File: config.mk
export PLATFORM = sky130hd
export DESIGN_NAME = fetch_stage_flat
export DESIGN_NICKNAME = d
export VERILOG_FILES = /design/src/rtl/fetch_stage_if.sv /design/src/rtl/fetch_stage.sv /design/src/flat_wrapper.sv
export SDC_FILE = /design/constraint.sdc
export NUM_CORES = 1
export LEC_CHECK = 0
export CAP_MARGIN = 20
export CORE_ASPECT_RATIO = 0.8
export CORE_MARGIN = 2
export CORE_UTILIZATION = 40
export CTS_CLUSTER_SIZE = 25
export DETAILED_ROUTE_END_ITERATION = 6
export PLACE_DENSITY = 0.71
export REMOVE_ABC_BUFFERS = 1
export SYNTH_ARGS = -nofsm -noshare
export SYNTH_HDL_FRONTEND = slang
export SYNTH_SLANG_ARGS = --single-unit
File: constraint.sdc
create_clock -name clk -period 2.1 [get_ports clk]
set_input_delay 0.42 -clock clk [delete_from_list [all_inputs] [get_ports clk]]
set_output_delay 0.42 -clock clk [all_outputs]
set_load 0.01 [all_outputs]
File: src/rtl/fetch_stage_if.sv
// fetch_stage_if: instruction-cache request/response bus between fetch and I-cache
interface fetch_stage_if;
   logic        icache_req_valid;
   logic [31:0] icache_req_addr;
   logic        icache_resp_valid;
   logic [31:0] icache_resp_data;
   modport master (output icache_req_valid, icache_req_addr, input icache_resp_valid, icache_resp_data);
   modport slave  (input icache_req_valid, icache_req_addr, output icache_resp_valid, icache_resp_data);
endinterface

File: src/rtl/fetch_stage.sv
// fetch_stage: PC, I-cache requests, IF/ID register with one-entry stall buffer and redirects (optional counters: FETCH_PERF_CNT_EN)
module fetch_stage #(
   parameter logic [31:0] RESET_PC  = 32'h0000_1000,
   parameter logic [31:0] NOP_INSTR = 32'h0000_0000,
   parameter int          PC_STEP   = 4
) (
   input  logic                 clk,
   input  logic                 reset,
   fetch_stage_if.master        ic,
   input  logic                 en_reg_decode,
   input  logic                 branch_taken,
   input  logic [31:0]          branch_target,
   output logic [31:0]          instr_out,
   output logic [31:0]          pc_out,
   output logic                 instr_valid,
   output logic                 block_pipe_instr_cache
`ifdef FETCH_PERF_CNT_EN
   ,
   output logic [31:0]          perf_fetch_cnt,
   output logic [31:0]          perf_stall_cnt
`endif
);
   localparam logic [0:0] S_FETCH = 1'b0;
   localparam logic [0:0] S_HOLD  = 1'b1;

   logic [0:0]  state_q, state_d;
   logic [31:0] pc_q, pc_d, hold_q, hold_d, rpc_q, rpc_d;
   logic [31:0] instr_q, instr_d, pco_q, pco_d;
   logic        pend_q, pend_d, valid_q, valid_d;
   logic        fetching, resp, deliver;
   logic [31:0] pc_inc;

   assign fetching = state_q == S_FETCH;
   assign resp     = fetching & ic.icache_resp_valid;
   assign pc_inc   = pc_q + 32'(PC_STEP);

   assign ic.icache_req_valid   = reset & fetching;
   assign ic.icache_req_addr    = pc_q;
   assign block_pipe_instr_cache = reset & fetching & ~ic.icache_resp_valid;
   assign instr_out   = instr_q;
   assign pc_out      = pco_q;
   assign instr_valid = valid_q;

   // Next-state: a redirect always flushes IF/ID; a redirect during an in-flight request is deferred until the response retires it
   always_comb begin
      state_d = state_q;
      pc_d    = pc_q;
      hold_d  = hold_q;
      pend_d  = pend_q;
      rpc_d   = rpc_q;
      instr_d = instr_q;
      pco_d   = pco_q;
      valid_d = valid_q;
      deliver = 1'b0;
      if (branch_taken) begin
         instr_d = NOP_INSTR;
         valid_d = 1'b0;
         if (!fetching || resp) begin
            pc_d    = branch_target;
            state_d = S_FETCH;
            pend_d  = 1'b0;
         end else begin
            pend_d = 1'b1;
            rpc_d  = branch_target;
         end
      end else if (!fetching) begin
         if (en_reg_decode) begin
            instr_d = hold_q;
            pco_d   = pc_q;
            valid_d = 1'b1;
            deliver = 1'b1;
            pc_d    = pc_inc;
            state_d = S_FETCH;
         end
      end else if (resp && pend_q) begin
         pc_d   = rpc_q;
         pend_d = 1'b0;
         if (en_reg_decode) begin
            instr_d = NOP_INSTR;
            valid_d = 1'b0;
         end
      end else if (resp && en_reg_decode) begin
         instr_d = ic.icache_resp_data;
         pco_d   = pc_q;
         valid_d = 1'b1;
         deliver = 1'b1;
         pc_d    = pc_inc;
      end else if (resp) begin
         hold_d  = ic.icache_resp_data;
         state_d = S_HOLD;
      end else if (en_reg_decode) begin
         instr_d = NOP_INSTR;
         valid_d = 1'b0;
      end
   end

   // State registers with synchronous active-low reset
   always_ff @(posedge clk) begin
      if (!reset) begin
         state_q <= S_FETCH;
         pc_q    <= RESET_PC;
         hold_q  <= '0;
         pend_q  <= 1'b0;
         rpc_q   <= '0;
         instr_q <= NOP_INSTR;
         pco_q   <= '0;
         valid_q <= 1'b0;
      end else begin
         state_q <= state_d;
         pc_q    <= pc_d;
         hold_q  <= hold_d;
         pend_q  <= pend_d;
         rpc_q   <= rpc_d;
         instr_q <= instr_d;
         pco_q   <= pco_d;
         valid_q <= valid_d;
      end
   end

`ifdef FETCH_PERF_CNT_EN
   logic [31:0] fcnt_q, scnt_q;
   assign perf_fetch_cnt = fcnt_q;
   assign perf_stall_cnt = scnt_q;

   // Saturating counters of delivered instructions and I-cache stall cycles
   always_ff @(posedge clk) begin
      if (!reset) begin
         fcnt_q <= '0;
         scnt_q <= '0;
      end else begin
         fcnt_q <= fcnt_q + 32'(deliver && fcnt_q != '1);
         scnt_q <= scnt_q + 32'(block_pipe_instr_cache && scnt_q != '1);
      end
   end
`endif
endmodule

File: src/flat_wrapper.sv
// flat-port wrapper written by rule: the top's interface ports become plain ports
module fetch_stage_flat 
#(
   parameter logic [31:0] RESET_PC  = 32'h0000_1000,
   parameter logic [31:0] NOP_INSTR = 32'h0000_0000,
   parameter int          PC_STEP   = 4
)
  (clk, reset, en_reg_decode, branch_taken, branch_target, instr_out, pc_out, instr_valid, block_pipe_instr_cache, ic_icache_req_valid, ic_icache_req_addr, ic_icache_resp_valid, ic_icache_resp_data);
  fetch_stage_if ic_i ();
  input  logic clk;
  input  logic reset;
  input  logic en_reg_decode;
  input  logic branch_taken;
  input  logic [31:0] branch_target;
  output logic [31:0] instr_out;
  output logic [31:0] pc_out;
  output logic instr_valid;
  output logic block_pipe_instr_cache;
  output wire logic [$bits(ic_i.icache_req_valid)-1:0] ic_icache_req_valid;
  output wire logic [$bits(ic_i.icache_req_addr)-1:0] ic_icache_req_addr;
  input wire logic [$bits(ic_i.icache_resp_valid)-1:0] ic_icache_resp_valid;
  input wire logic [$bits(ic_i.icache_resp_data)-1:0] ic_icache_resp_data;
  assign ic_icache_req_valid = ic_i.icache_req_valid;
  assign ic_icache_req_addr = ic_i.icache_req_addr;
  assign ic_i.icache_resp_valid = ic_icache_resp_valid;
  assign ic_i.icache_resp_data = ic_icache_resp_data;
  fetch_stage #(.RESET_PC(RESET_PC), .NOP_INSTR(NOP_INSTR), .PC_STEP(PC_STEP)) u_core (.clk(clk), .reset(reset), .ic(ic_i), .en_reg_decode(en_reg_decode), .branch_taken(branch_taken), .branch_target(branch_target), .instr_out(instr_out), .pc_out(pc_out), .instr_valid(instr_valid), .block_pipe_instr_cache(block_pipe_instr_cache));
endmodule
-- Yosys cells after proc, flatten, opt, wreduce, memory -nomap -nowiden
Index checks and enable logic that the tools add are counted.
- register bits after elaboration: 163
- bits of input ports: 69
- output and inout port bits: 99
- add/subtract/negate cells: 1
- eq/ne operators: 6
- multiplexer cells: 33
- bitwise logic cells: 10
- reduce and logical (&&, ||, !) cells: 13
- operator list (operator ; number):
    $mux W32 ; 16
    $add A32 B3 Y32 const B ; 1
    $mux W1 ; 17
    $not A1 Y1 ; 7
    $reduce_and A2 Y1 ; 3
    $reduce_and A5 Y1 ; 1
    $ne A2 B1 Y1 const B ; 2
    $ne A2 B2 Y1 const B ; 2
    $ne A4 B3 Y1 const B ; 1
    $reduce_and A4 Y1 ; 1
    $reduce_bool A2 Y1 ; 2
    $reduce_bool A4 Y1 ; 1
    $and A1 B1 Y1 ; 3
    $ne A3 B3 Y1 const B ; 1
    $reduce_and A3 Y1 ; 1
    $logic_and A1 B1 Y1 ; 2
    $reduce_or A2 Y1 ; 1
    $logic_or A1 B1 Y1 ; 1

-- Longest topological paths before layout
Gate-level depths: netlist (run 1).
- depth after elaboration: 7
- depth in mapped cells: 8
- depth with buffers taken out: 6

-- Least setup slack after synthesis (run 1)
Ideal clock, no wire load.
- path kind: flip-flop to flip-flop
- from: register u_core.pc_q[2] (netlist: u_core.ic.icache_req_addr[2])
- to: register u_core.pc_q[30] (netlist: u_core.ic.icache_req_addr[30])
- setup time: 0.115 ns
- arrival: 1.875 ns
- slack: 0.110 ns
- cell stages (with the launch flop): 7
- buffers on the path: 0
- cell sequence: dfxtp_1 -> ha_1 -> nand4_1 -> nor3_1 -> nand3_1 -> mux2i_1 -> a2111oi_0
- cells in the longest elaborated chain, start to end: 5
- elaborated cells on any way between the ends: 6
- those cells by class: 1 x add/sub; 5 x mux
- RTL lines (what ; RTL line ; text):
    start: declaration ; fetch_stage.sv:27 ; logic [31:0] pc_q, pc_d, hold_q, hold_d, rpc_q, rpc_d;
    start signal: assignment ; fetch_stage.sv:110 ; pc_q <= pc_d;
    $add A32 B3 Y32 * ; fetch_stage.sv:35 ; assign pc_inc = pc_q + 32'(PC_STEP);
    $mux W32 ; fetch_stage.sv:82 ; end else if (resp && en_reg_decode) begin
    $mux W32 ; fetch_stage.sv:75 ; end else if (resp && pend_q) begin
    $mux W32 * ; fetch_stage.sv:66 ; end else if (!fetching) begin
    $mux W32 * ; fetch_stage.sv:55 ; if (branch_taken) begin
Mark *: on every way between the ends. The rest lies on a longest branch, timed or not. The select of a mux whose other input is x is not followed.
A chain may end at the register's enable or synchronous reset.

-- Worst setup path in the final report (run 1)
Same ends and word-level chain as after synthesis.

==> summary.txt, run 1 <==
Placement
  – Dpl ws: -0.3223 ns
  – Dpl hpwl: 16310 um
  – Gpl congestion: 0.8392
  – IO Port Bufs: roughly 170
  – Cell total after placement: 1405

Worst hold path
  – HP Class: reg -> reg
  – Hold path startpoint: u_core.pc_out[14]

Critical path
  – Worst Setup Path Type: reg -> reg
  – Critical path required time: 2.40 ns
  – Crit path DAT: 2.33 ns
  – Startpoint types: flip-flop
  – Worst Setup End Kind: flip-flop
  – Worst setup path startpoint: u_core.ic.icache_req_addr[2]
  – R2R Path Start: u_core.ic.icache_req_addr[2]
  – Critical Path Fanout Max: 5

Floorplanning
  – Width of the die: 155.9 um
  – # IOs: around 170
  – Starting Density: 0.4074
  – Die height: 125.5 um
  – Cell row count: 44
  – Core area: approximately 0.018 sq mm
  – Die area: 0.01956 sq mm

Global route
  – Antenna violations before repair: 0
  – Vias in the first global route: 7197
  – First-pass GRT wire length: 38270 um
  – Total gr overflow: 0
  – Largest net degree at the start of global routing: 64
  – GRT Overall Usage: 0.2436

Finish
  – Final net count: 1265
  – Layout cells sized above 1: 0.1134
  – Ant. Diodes: 0
  – Area Overhead vs Synth: 40.23%
  – Cell Count, Final, Fillers Out: between 1000 and 1500
  – Final design utilization: 0.5714

Synth
  – Post-synth EDFFs: 0
  – Distinct cell type count after synthesis: 64
  – Sequential-to-total area share from yosys stat: 0.4422
  – FFs w/ async S/R, synth: 0
  – Avg Cell Area, Syn: 7.372 sq um
  – Syn Inst Count: 1001
  – #FFs+latches synth: about 160
  – Mapped cell area: ~0.0074 sq mm
  – Most frequently used flop master after synthesis: dfxtp_1
  – Ys Warns: 0

STA
  – Pins Over Slew Limit: 0
  – Tmin final: 2.029 ns
  – Setup Skew: roughly 0.012 ns
  – Hold Vio Cnt, Final: 0
  – Tcrit/Tclk final: 0.9661
  – FMAX: 492.9 MHz
  – Setup_tns: 0 ns
  – Worst-Margin Slew: 0.6681 ns
  – Slew Limit Headroom: 0.5546
  – # setup viols final: 0
  – Post-route worst setup slack: 0.07125 ns
  – RSZ-0062 raised after global routing: false

Power and ir drop
  – Leakage: 3.710 nW
  – Design Power: slightly above 7 mW
  – Pwr/cell area: 697.0 mW/mm^2
  – Worst VDD drop: roughly 0.52 mV

Detailed routing
  – DRT antenna net count: 0
  – Vias: 7755
  – DR DRC count: 0
  – Initial DRC count: 751
  – Pre-antenna DRT Iters: 5
  – DRT Wirelength: about 24000 um
  – Avg Vias per Cell: 5.393
  – WL per Instance: 16.88 um

Clocking
  – CTS Buf Count: 17
  – Worst-skew pair later-pin latency: 0.43 ns
  – Sink Count: 163
  – # H-tree levels: 4
  – Root buffer cell: clkbuf_16
  – CTS tree: done
  – Worst-path clk slew: 0.06 ns
  – CTS Buffer Depth: 2
  – Count of hold-fix buffers inserted at cts: 0

Flow run
  – Max-Cap Viols: 0

Status
  – Status: finished clean
critical path: stages, from the launching register on:
cell and delay, ns:
dfxtp_1 0.40, ha_1 0.23, nand4_1 0.24, nor3_1 0.25
buf_4 0.16, nand3_1 0.13, mux2i_1 0.14, a2111oi_0 0.36
what timing repair did:
| item | CTS | global route |
|---|---|---|
| setup buffers | 0 | 1 |
| gates resized for setup | 6 | 3 |
| pin swaps | 0 | 1 |
| endpoints found under the setup margin | 2 | 5 |
Yosys cell counts (all sizes together) (4+ instances only):
cell type	count	area (sq um)
a211oi	11	87.58
or3	4	30.03
nor2b	32	200.2
xnor2	7	61.31
nor4	8	56.30
nand2	257	964.7
a21oi	201	1010
inv	8	30.03
buf	19	88.84
dfxtp	163	3263
a21o	4	30.03
nor2	52	195.2
o21ai	63	315.3
o221ai	6	52.55
nand3	14	75.07
o22ai	7	43.79
nor3	14	70.07
o211ai	4	30.03
a221oi	4	35.03
nand4	9	62.56
clkbuf	61	229.0
layer usage:
layer	track usage	up-vias	routed length, um
li1	-	3851	-
met1	0.3493	3630	11650
met2	0.3683	245	10780
met3	0.05165	29	1367
met4	0.07232	0	479
met5	0	-	0
final timing paths:
check | end | slack [ns] | depth (start not counted)
max | u_core.ic.icache_req_addr[30] | 0.07 | 7
max reg2reg | u_core.ic.icache_req_addr[30] | 0.07 | 7
min reg2reg | u_core.pc_out[14] | 0.45 | 2
min | u_core.pc_out[14] | 0.45 | 2
layout by cell type (no fill, tap or decap), types with 4 or more instances in the layout:
cell	instances
o21ai_0	62
clkbuf_16	17
nand3_1	13
xnor2_1	7
nor2b_1	32
o22ai_1	7
nor3_1	11
buf_12	8
dfxtp_1	162
a21oi_1	200
nand2_1	257
nor2_1	51
nor4_1	7
a21o_1	4
a221oi_1	4
o211ai_1	4
inv_1	6
clkbuf_1	7
buf_4	80
clkdlybuf4s50_1	163
a211oi_1	10
nand4_1	8
o221ai_1	6
layout make-up:
type	count	area [sq um]
Fill cell	1641	7764
Multi-Input combinational cell	750	3811
Clock inverter	7	52.55
Timing Repair Buffer	255	2434
Sequential cell	163	3267
Tap cell	230	287.8
Clock buffer	25	465.4
Inverter	8	31.28
power by group:
group / internal, mW / switching, mW / total, mW
clock: 1.55 / 1.25 / 2.80
combinational: 0.528 / 0.587 / 1.12
sequential: 3.21 / 0.0842 / 3.30
registers in the layout, indices dropped and copies added, names as in the netlist:
name and flops:
u_core.hold_q 32, u_core.ic.icache_req_addr 32, u_core.instr_out 32, u_core.pc_out 32, u_core.rpc_q 32, u_core.instr_valid 1
u_core.pend_q 1, u_core.state_q 1
per-stage QoR:
step                      hold WS [ns]  instance area (sq um)
after detailed placement        0.4467                   9808
after CTS                       0.4552                  10330
final                           0.4526                  10350
after floorplan                 0.4332                   7062
after global placement          0.4386                   9808
after global routing            0.4694                  10350
logic make-up after synthesis:
kind of cell,share of synthesized area
buf+inv,0.04714
compound gates,0.2489
flops,0.4422
mux,0.004069
simple gates,0.2453
xor+xnor,0.01068
fa+ha+maj,0.001695
Note: power is estimated with default switching activity, not from simulation.
==> run 2, diff against run 1 <==
ABC_AREA = 1   (was default)
PLACE_DENSITY = 0.66   (was 0.71)
==> run 2 against run 1 <==
  * Combinational power is 14% higher
  * First-iteration DRC count down 5.9%
  * Cell area shrank 0.40%
  * Utilization is 2.5 points lower
  * Routed wire length is 4.4% lower
  * Global-route usage down 1.5 points
  * Synthesized area is 3.7% higher
  * Largest cell class unchanged
  * Flip-flop and latch count unchanged
  * Final cell count grew 3.8%
==> summary.txt, run 2 <==
Status
  – Status: finished clean

Detailed routing
  – Vias: between 7000 and 8000
  – Top layer in use: met5
  – Met3 wire len: 1340 um
  – DR DRC count: 0
  – Initial DRC count: 707
  – Wl on met1: approximately 12000 um
  – DRT Wirelength: 23220 um
  – Wire length on met2: 9972 um
  – Avg Vias per Cell: approximately 5.2
  – DRT antenna net count: 0
  – Pre-antenna DRT Iters: 5
  – WL per Instance: 15.55 um

Placement
  – Post-DP Area: 0.009732 sq mm
  – Cell total after placement: 1461
  – Dpl hpwl: between 15000 and 20000 um
  – Gpl congestion: 0.9104
  – IO Port Bufs: about 170
  – Dpl ws: approximately 0.038 ns

Clocking
  – Post-CTS sizing: 0
  – Worst-skew pair later-pin latency: 0.43 ns
  – Sink Count: 163
  – CTS Buf Count: 17
  – # H-tree levels: 4
  – CTS tree: done
  – Count of hold-fix buffers inserted at cts: 0
  – Setup Fix Bufs, Post-CTS: 0
  – Worst-path clk slew: 0.06 ns
  – Root buffer cell: clkbuf_16
  – CTS Buffer Depth: 2

Synth
  – Post-synth EDFFs: 0
  – Mapped cell area: 0.007654 sq mm
  – Most frequently used flop master after synthesis: dfxtp_1
  – Distinct cell type count after synthesis: 39
  – Synth cell count leaders: o21ai_0, dfxtp_1, a21oi_1
  – Synth area leader: dfxtp_1
  – Count leader, synth: o21ai_0
  – Sequential-to-total area share from yosys stat: 0.4264
  – Syn Inst Count: 1066
  – FFs w/ async S/R, synth: 0
  – Ys Warns: 0
  – Synth area leaders: dfxtp_1, o21ai_0, a21oi_1, inv_1, nand2_1
  – Yosys top cell area share: 0.4264
  – #FFs+latches synth: about 160
  – Avg Cell Area, Syn: 7.180 sq um

Global route
  – Antenna violations before repair: 1
  – Vias in the first global route: ~7000
  – First-pass GRT wire length: 36580 um
  – Largest net degree at the start of global routing: 125
  – GRT Overall Usage: 0.2288
  – Total gr overflow: 0

Critical path
  – Critical Path Fanout Max: 2
  – Crit path DAT: 1.60 ns
  – Critical path required time: 1.68 ns
  – Startpoint types: primary input
  – R2r setup slk: 0.31 ns
  – Worst Setup End Kind: primary output
  – Worst Setup Path Type: in -> out

STA
  – # setup viols final: 0
  – Setup Skew: 0.007099 ns
  – Setup_tns: 0 ns
  – RSZ-0062 raised after global routing: false
  – Slew Limit Headroom: 0.6049
  – Tmin final: 2.018 ns
  – Pins Over Slew Limit: 0
  – Worst-Margin Slew: 0.5926 ns
  – Hold slack: 0.4496 ns
  – Tcrit/Tclk final: 0.9608
  – Hold Vio Cnt, Final: 0
  – Post-route worst setup slack: 0.08237 ns
  – FMAX: a little under 500 MHz

Power and ir drop
  – Pwr/cell area: roughly 760 mW/mm^2
  – Design Power: just under 8 mW
  – Leakage: about 4.0 nW
  – Worst VDD drop: a little over 0.4 mV

Flow run
  – Max-Cap Viols: 0

Finish
  – Cell Count, Final, Fillers Out: 1493
  – Register area: 0.003263 sq mm
  – Fill cells: 1814
  – Ant. Diodes: 0
  – Most frequent cells in the layout: o21ai_0, clkdlybuf4s50_1, dfxtp_1
  – Final design utilization: 0.5465
  – Final net count: 1292
  – Commonest non-fill, non-tap cell in the layout: o21ai_0
  – Multi-input logic area: 0.003533 sq mm
  – Cell area after layout: a little over 0.01 sq mm
  – Layout cells sized above 1: 0.08421
  – Area Overhead vs Synth: 34.67%

Floorplanning
  – Core area: 0.01886 sq mm
  – Die height: 127.7 um
  – Cell row count: 45
  – # IOs: 168
  – Die area: 0.02026 sq mm
  – Starting Density: 0.4058
  – Width of the die: 158.7 um

Worst hold path
  – HP Class: reg -> reg
## run 2: cell count changes after synthesis, sizes merged, moves of 32 or more
cell / before / now
nor2b: 32 / 0
o21ai: 63 / 196
nor2: 52 / 112
a21oi: 201 / 135
nand2: 257 / 125
inv: 8 / 136
## run 2: logic make-up after synthesis
family	count (synthesis)	synth area share
compound gates	404	0.2895
xor+xnor	7	0.008011
fa+ha+maj	1	0.001635
buf+inv	207	0.1126
flops	163	0.4264
simple gates	284	0.1618
## run 2: area by class of cell
type                    count  share of cell area
clock buffers              20             0.04334
clock inverters            12             0.01250
inverters                 136             0.05001
multi-input cells         696              0.3428
flip-flops and latches    163              0.3166
well taps                 258             0.03132
repair buffers            208              0.2034
## run 2: routing by layer
metal,track usage,vias up
met5,0,-
met4,0.06359,2
met3,0.04868,22
met2,0.3267,244
met1,0.3455,3542
li1,-,3907
## run 2: worst paths after layout
| path | startpoint | endpoint | cells after the start |
|---|---|---|---|
| setup reg to reg | u_core.ic.icache_req_addr[2] | u_core.ic.icache_req_addr[20] | 11 |
| hold / removal | u_core.rpc_q[16] | u_core.rpc_q[16] | 2 |
| hold reg to reg | u_core.rpc_q[16] | u_core.rpc_q[16] | 2 |
| setup / recovery | ic_icache_resp_valid | block_pipe_instr_cache | 3 |
## run 2: power breakdown
part / switching [mW] / total, mW / internal, mW
logic: 0.671 / 1.28 / 0.610
registers: 0.145 / 3.43 / 3.28
clock network: 1.30 / 3.08 / 1.78
## run 2: worst max-delay path: stages
cell and delay [ns]:
clkdlybuf4s50_1 0.43, nor3_1 0.18, clkdlybuf4s50_1 0.56
==> run 3, diff against run 2 <==
GPL_ROUTABILITY_DRIVEN = 0   (was default)
==> results of run 3 <==
The final DEF is identical to that of run 2; final timing and power are the same.
==> patch 1, RTL diff (config.mk and constraints of run 2) <==
Take the reset off `hold_q` and load it in a clocked block of its own.
--- a/src/rtl/fetch_stage.sv
+++ b/src/rtl/fetch_stage.sv
@@ -100,5 +100,4 @@
          state_q <= S_FETCH;
          pc_q    <= RESET_PC;
-         hold_q  <= '0;
          pend_q  <= 1'b0;
          rpc_q   <= '0;
@@ -109,5 +108,4 @@
          state_q <= state_d;
          pc_q    <= pc_d;
-         hold_q  <= hold_d;
          pend_q  <= pend_d;
          rpc_q   <= rpc_d;
@@ -116,4 +114,8 @@
          valid_q <= valid_d;
       end
+   end
+
+   always_ff @(posedge clk) begin
+      hold_q <= hold_d;
    end
 
Function: not settled (the Yosys comparison gave no result); the edit may change what the design does.
==> patch 1 against run 2 <==
Count of clock-buffer cells in the layout down 3; design area fell by 1.4%; sequential share of layout area up 3.6 points; setup slack improved by 0.078 ns; power increased by 1.8%; critical path type is now reg2out; clock skew about the same; sequential cell count unchanged; synthesized area fell by 1.6%; routed wire length shrank 3.3%; clock power increased by 4%; largest power group unchanged; fmax increased by 4.0%; largest cell class is now sequential cells.
==> patch 1: results <==
<?xml version="1.0" encoding="UTF-8"?>
<metrics>
  <group name="power_and_ir_drop">
    <metric name="irDropWorstVdd" unit="V">0.0004790</metric>
    <metric name="total_leakage_power" unit="uW">0.003662</metric>
  </group>
  <group name="drt">
    <metric name="drt_iter0_markers" unit="">469</metric>
    <metric name="met1_length" unit="um">10760</metric>
    <metric name="routed.top_layer" unit="">met4</metric>
    <metric name="finalWirelength" unit="um">22450</metric>
    <metric name="wl_met3" unit="um">1551</metric>
  </group>
  <group name="global_route">
    <metric name="first_pass_grt_wire_length" unit="um">35900</metric>
    <metric name="grt_util_all_layers" unit="">0.2254</metric>
    <metric name="first_global_vias" unit="">6850</metric>
    <metric name="gr-usage-met1" unit="">0.3162</metric>
  </group>
  <group name="setup_path">
    <metric name="number_of_cells_traversed_by_the_worst_register_to_register_path" unit="">8</metric>
    <metric name="critical_path.reg2reg.endpoint" unit="">u_core.ic.icache_req_addr[21]$_SDFFE_PN0P_</metric>
    <metric name="critical_path.endpoint" unit="">ic_icache_req_addr[16]</metric>
    <metric name="worstPathMaxFanout" unit="">6</metric>
    <metric name="timing.critical_path.from" unit="">u_core.ic.icache_req_addr[16]$_SDFFE_PN0P_</metric>
  </group>
  <group name="placement">
    <metric name="routabilityCongestion" unit="">0.8738</metric>
    <metric name="worst_setup_slack_before_clock_tree_synthesis" unit="ns">-0.02520</metric>
    <metric name="postPlaceCellArea" unit="mm2">0.009569</metric>
  </group>
  <group name="synth">
    <metric name="post_synth_xor_area_fraction" unit="">0.001163</metric>
    <metric name="synthAdderAreaFrac" unit="">0.001662</metric>
    <metric name="synth.lib_cells_used.distinct" unit="">27</metric>
    <metric name="number_of_instances_in_the_synthesized_netlist" unit="">995</metric>
    <metric name="area_fraction_in_compound_gates_after_synthesis" unit="">0.2536</metric>
  </group>
  <group name="finish">
    <metric name="regArea" unit="mm2">0.003583</metric>
    <metric name="final-instance-count-excl-fill" unit="">1411</metric>
  </group>
  <group name="status">
    <metric name="run_status" unit="">finished, final reports clean</metric>
  </group>
  <group name="clocking">
    <metric name="cts_resized" unit="">1</metric>
  </group>
  <group name="sta">
    <metric name="fmaxAchievable" unit="MHz">515.6</metric>
  </group>
</metrics>
==> patch 1: cell count changes after synthesis, moves of 5 or more <==
| cell | before | now |
|---|---|---|
| sky130_fd_sc_hd__nand2_1 | 120 | 138 |
| sky130_fd_sc_hd__nor2_1 | 103 | 71 |
| sky130_fd_sc_hd__o21ai_0 | 168 | 132 |
| sky130_fd_sc_hd__or2_2 | 5 | 0 |
| sky130_fd_sc_hd__o22ai_1 | 32 | 0 |
| sky130_fd_sc_hd__o221ai_1 | 32 | 0 |
| sky130_fd_sc_hd__edfxtp_1 | 0 | 32 |
| sky130_fd_sc_hd__nand3_1 | 29 | 79 |
| sky130_fd_sc_hd__clkbuf_1 | 39 | 32 |
| sky130_fd_sc_hd__o211ai_1 | 2 | 64 |
| sky130_fd_sc_hd__inv_1 | 131 | 114 |
| sky130_fd_sc_hd__o21ai_1 | 28 | 33 |
| sky130_fd_sc_hd__a21oi_1 | 133 | 109 |
| sky130_fd_sc_hd__dfxtp_1 | 163 | 131 |
==> patch 1: power by group through the flow <==
stage	Combinational, uW	Clock, uW	Sequential [uW]
floorplan	494	0	3600
finish	1230	3190	3520
detailed placement	1220	0	3590
global route	1360	3370	3540
CTS	1230	3260	3520
global placement	1210	0	3590
==> patch 1: final cells by class <==
type	instances	area share
Clock buffer	17	0.04186
Inverter	119	0.04395
Sequential cell	163	0.3526
Timing Repair Buffer	195	0.1976
Multi-Input combinational cell	649	0.3161
Clock inverter	15	0.01674
Tap cell	253	0.03115
==> patch 1: logic make-up (layout without fill, tap and decap cells) <==
kind of cell | Yosys count | after routing
compound gates | 346 | 346
xor+xnor | 1 | 1
fa+ha+maj | 1 | 1
buf+inv | 183 | 346
flops | 163 | 163
simple gates | 301 | 301
==> patch 2, RTL diff (config.mk and constraints of run 2) <==
Without the edit above. `RESET_PC` is set to 32'h0000_1000 in 2 places; all go to 32'h00000800.
--- a/src/rtl/fetch_stage.sv
+++ b/src/rtl/fetch_stage.sv
@@ -1,5 +1,5 @@
 // fetch_stage: PC, I-cache requests, IF/ID register with one-entry stall buffer and redirects (optional counters: FETCH_PERF_CNT_EN)
 module fetch_stage #(
-   parameter logic [31:0] RESET_PC  = 32'h0000_1000,
+   parameter logic [31:0] RESET_PC  = 32'h00000800,
    parameter logic [31:0] NOP_INSTR = 32'h0000_0000,
    parameter int          PC_STEP   = 4
--- a/src/flat_wrapper.sv
+++ b/src/flat_wrapper.sv
@@ -2,5 +2,5 @@
 module fetch_stage_flat 
 #(
-   parameter logic [31:0] RESET_PC  = 32'h0000_1000,
+   parameter logic [31:0] RESET_PC  = 32'h00000800,
    parameter logic [31:0] NOP_INSTR = 32'h0000_0000,
    parameter int          PC_STEP   = 4
Behaviour: not the same (a bounded check fails within 4 cycles, from zero or initial values and one cycle with reset low).
==> patch 2 against run 2 <==
Hold slack improved by 0.0016 ns; synthesized area decreased by 0.26%; sequential share of layout area down 0.096 points; clock skew rose by 0.0046 ns; routed wire length grew 1.7%; via count rose by 1.3%; non-clock buffer count increased by 3; sequential cell count is the same; power rose by 3.1%; core utilization rose by 0.17 points; setup slack better by 0.048 ns; design area grew 0.30%.
==> patch 2: results <==
<?xml version="1.0" encoding="UTF-8"?>
<metrics>
  <group name="setup_path">
    <metric name="number_of_cells_traversed_by_the_worst_register_to_register_path" unit="">7</metric>
    <metric name="worstPathMaxFanout" unit="">7</metric>
    <metric name="critical_path.reg2reg.endpoint" unit="">u_core.pc_out[3]$_SDFFE_PN0P_</metric>
    <metric name="cp_slowest_stage_delay" unit="ns">0.61</metric>
    <metric name="register_to_register_setup_slack" unit="ns">0.33</metric>
  </group>
  <group name="synth">
    <metric name="synth.cells.most_frequent" unit="">163 x sky130_fd_sc_hd__dfxtp_1, 151 x sky130_fd_sc_hd__o21ai_0, 135 x sky130_fd_sc_hd__a21oi_1</metric>
    <metric name="synth_seq_area_share" unit="">0.4275</metric>
    <metric name="synth.area.top_cells" unit="">sky130_fd_sc_hd__dfxtp_1 43%, sky130_fd_sc_hd__o21ai_0 9.9%, sky130_fd_sc_hd__a21oi_1 8.9%</metric>
  </group>
  <group name="placement">
    <metric name="hpwlAfterDp" unit="um">15950</metric>
    <metric name="worst_setup_slack_before_clock_tree_synthesis" unit="ns">-0.06188</metric>
    <metric name="routabilityCongestion" unit="">0.9135</metric>
  </group>
  <group name="status">
    <metric name="run_status" unit="">finished, final reports clean</metric>
  </group>
  <group name="finish">
    <metric name="num-fill-cells" unit="">1820</metric>
    <metric name="num-nets-final" unit="">1295</metric>
    <metric name="drive_above_1_share" unit="">0.08562</metric>
  </group>
  <group name="drt">
    <metric name="wl_met3" unit="um">1496</metric>
    <metric name="vias" unit="">7816</metric>
    <metric name="routed.top_layer" unit="">met4</metric>
    <metric name="finalWirelength" unit="um">23610</metric>
    <metric name="met1_length" unit="um">11610</metric>
    <metric name="detailed_route_wirelength_on_metal2" unit="um">10250</metric>
  </group>
  <group name="global_route">
    <metric name="first_pass_grt_wire_length" unit="um">37300</metric>
    <metric name="gr-usage-met1" unit="">0.3453</metric>
    <metric name="global_route.usage.met3" unit="">0.05495</metric>
    <metric name="first_global_vias" unit="">7182</metric>
  </group>
  <group name="min_path">
    <metric name="worst_hold_path.endpoint" unit="">u_core.rpc_q[26]$_SDFFE_PN0P_</metric>
  </group>
  <group name="power_and_ir_drop">
    <metric name="irDropWorstVdd" unit="V">0.0004975</metric>
  </group>
  <group name="sta">
    <metric name="final.setup_skew" unit="ns">0.01168</metric>
  </group>
</metrics>
## patch 2: final cells by class
type / instances / area share
multi-input cells: 696 / 0.3402
clock inverters: 13 / 0.01646
repair buffers: 211 / 0.2028
flip-flops and latches: 163 / 0.3156
well taps: 258 / 0.03122
inverters: 136 / 0.04986
clock buffers: 19 / 0.04381
## patch 2: cell families (layout without fill, tap and decap cells)
kind of cell,Yosys count,after routing,synth area share
simple gates,282,282,0.1596
xor+xnor,7,7,0.008032
flops,163,163,0.4275
buf+inv,207,379,0.1124
compound gates,406,406,0.2908
fa+ha+maj,1,1,0.001639
## patch 2: worst register-to-register path, cell delays in order (launching register included)
cell and delay (ns):
sky130_fd_sc_hd__dfxtp_1 0.36, sky130_fd_sc_hd__inv_2 0.24, sky130_fd_sc_hd__nand2_2 0.17, sky130_fd_sc_hd__nand2_1 0.18
sky130_fd_sc_hd__nor2_4 0.06, sky130_fd_sc_hd__inv_1 0.47, sky130_fd_sc_hd__nor2_1 0.10, sky130_fd_sc_hd__nor2_1 0.13
## patch 2: worst max path at each step
stage,start,endpoint,slack (ns),cells past startpoint
after global routing,u_core.ic.icache_req_addr[23]$_SDFFE_PN0P_,ic_icache_req_addr[23],0.07,1
after floorplan,ic_icache_resp_valid,u_core.pc_out[0]$_SDFFE_PN0P_,-0.75,8
final,u_core.ic.icache_req_addr[23]$_SDFFE_PN0P_,ic_icache_req_addr[23],0.13,1
after global placement,ic_icache_resp_valid,u_core.pc_out[15]$_SDFFE_PN0P_,0.002,9
after detailed placement,ic_icache_resp_valid,u_core.pc_out[3]$_SDFFE_PN0P_,-0.06,9
after CTS,ic_icache_resp_valid,block_pipe_instr_cache,0.08,3
## patch 2: where the power goes
part	switching (uW)	internal [uW]	total [uW]
registers	152	3280	3430
clock network	1360	1960	3310
logic	674	609	1280
total	2180	5850	8030
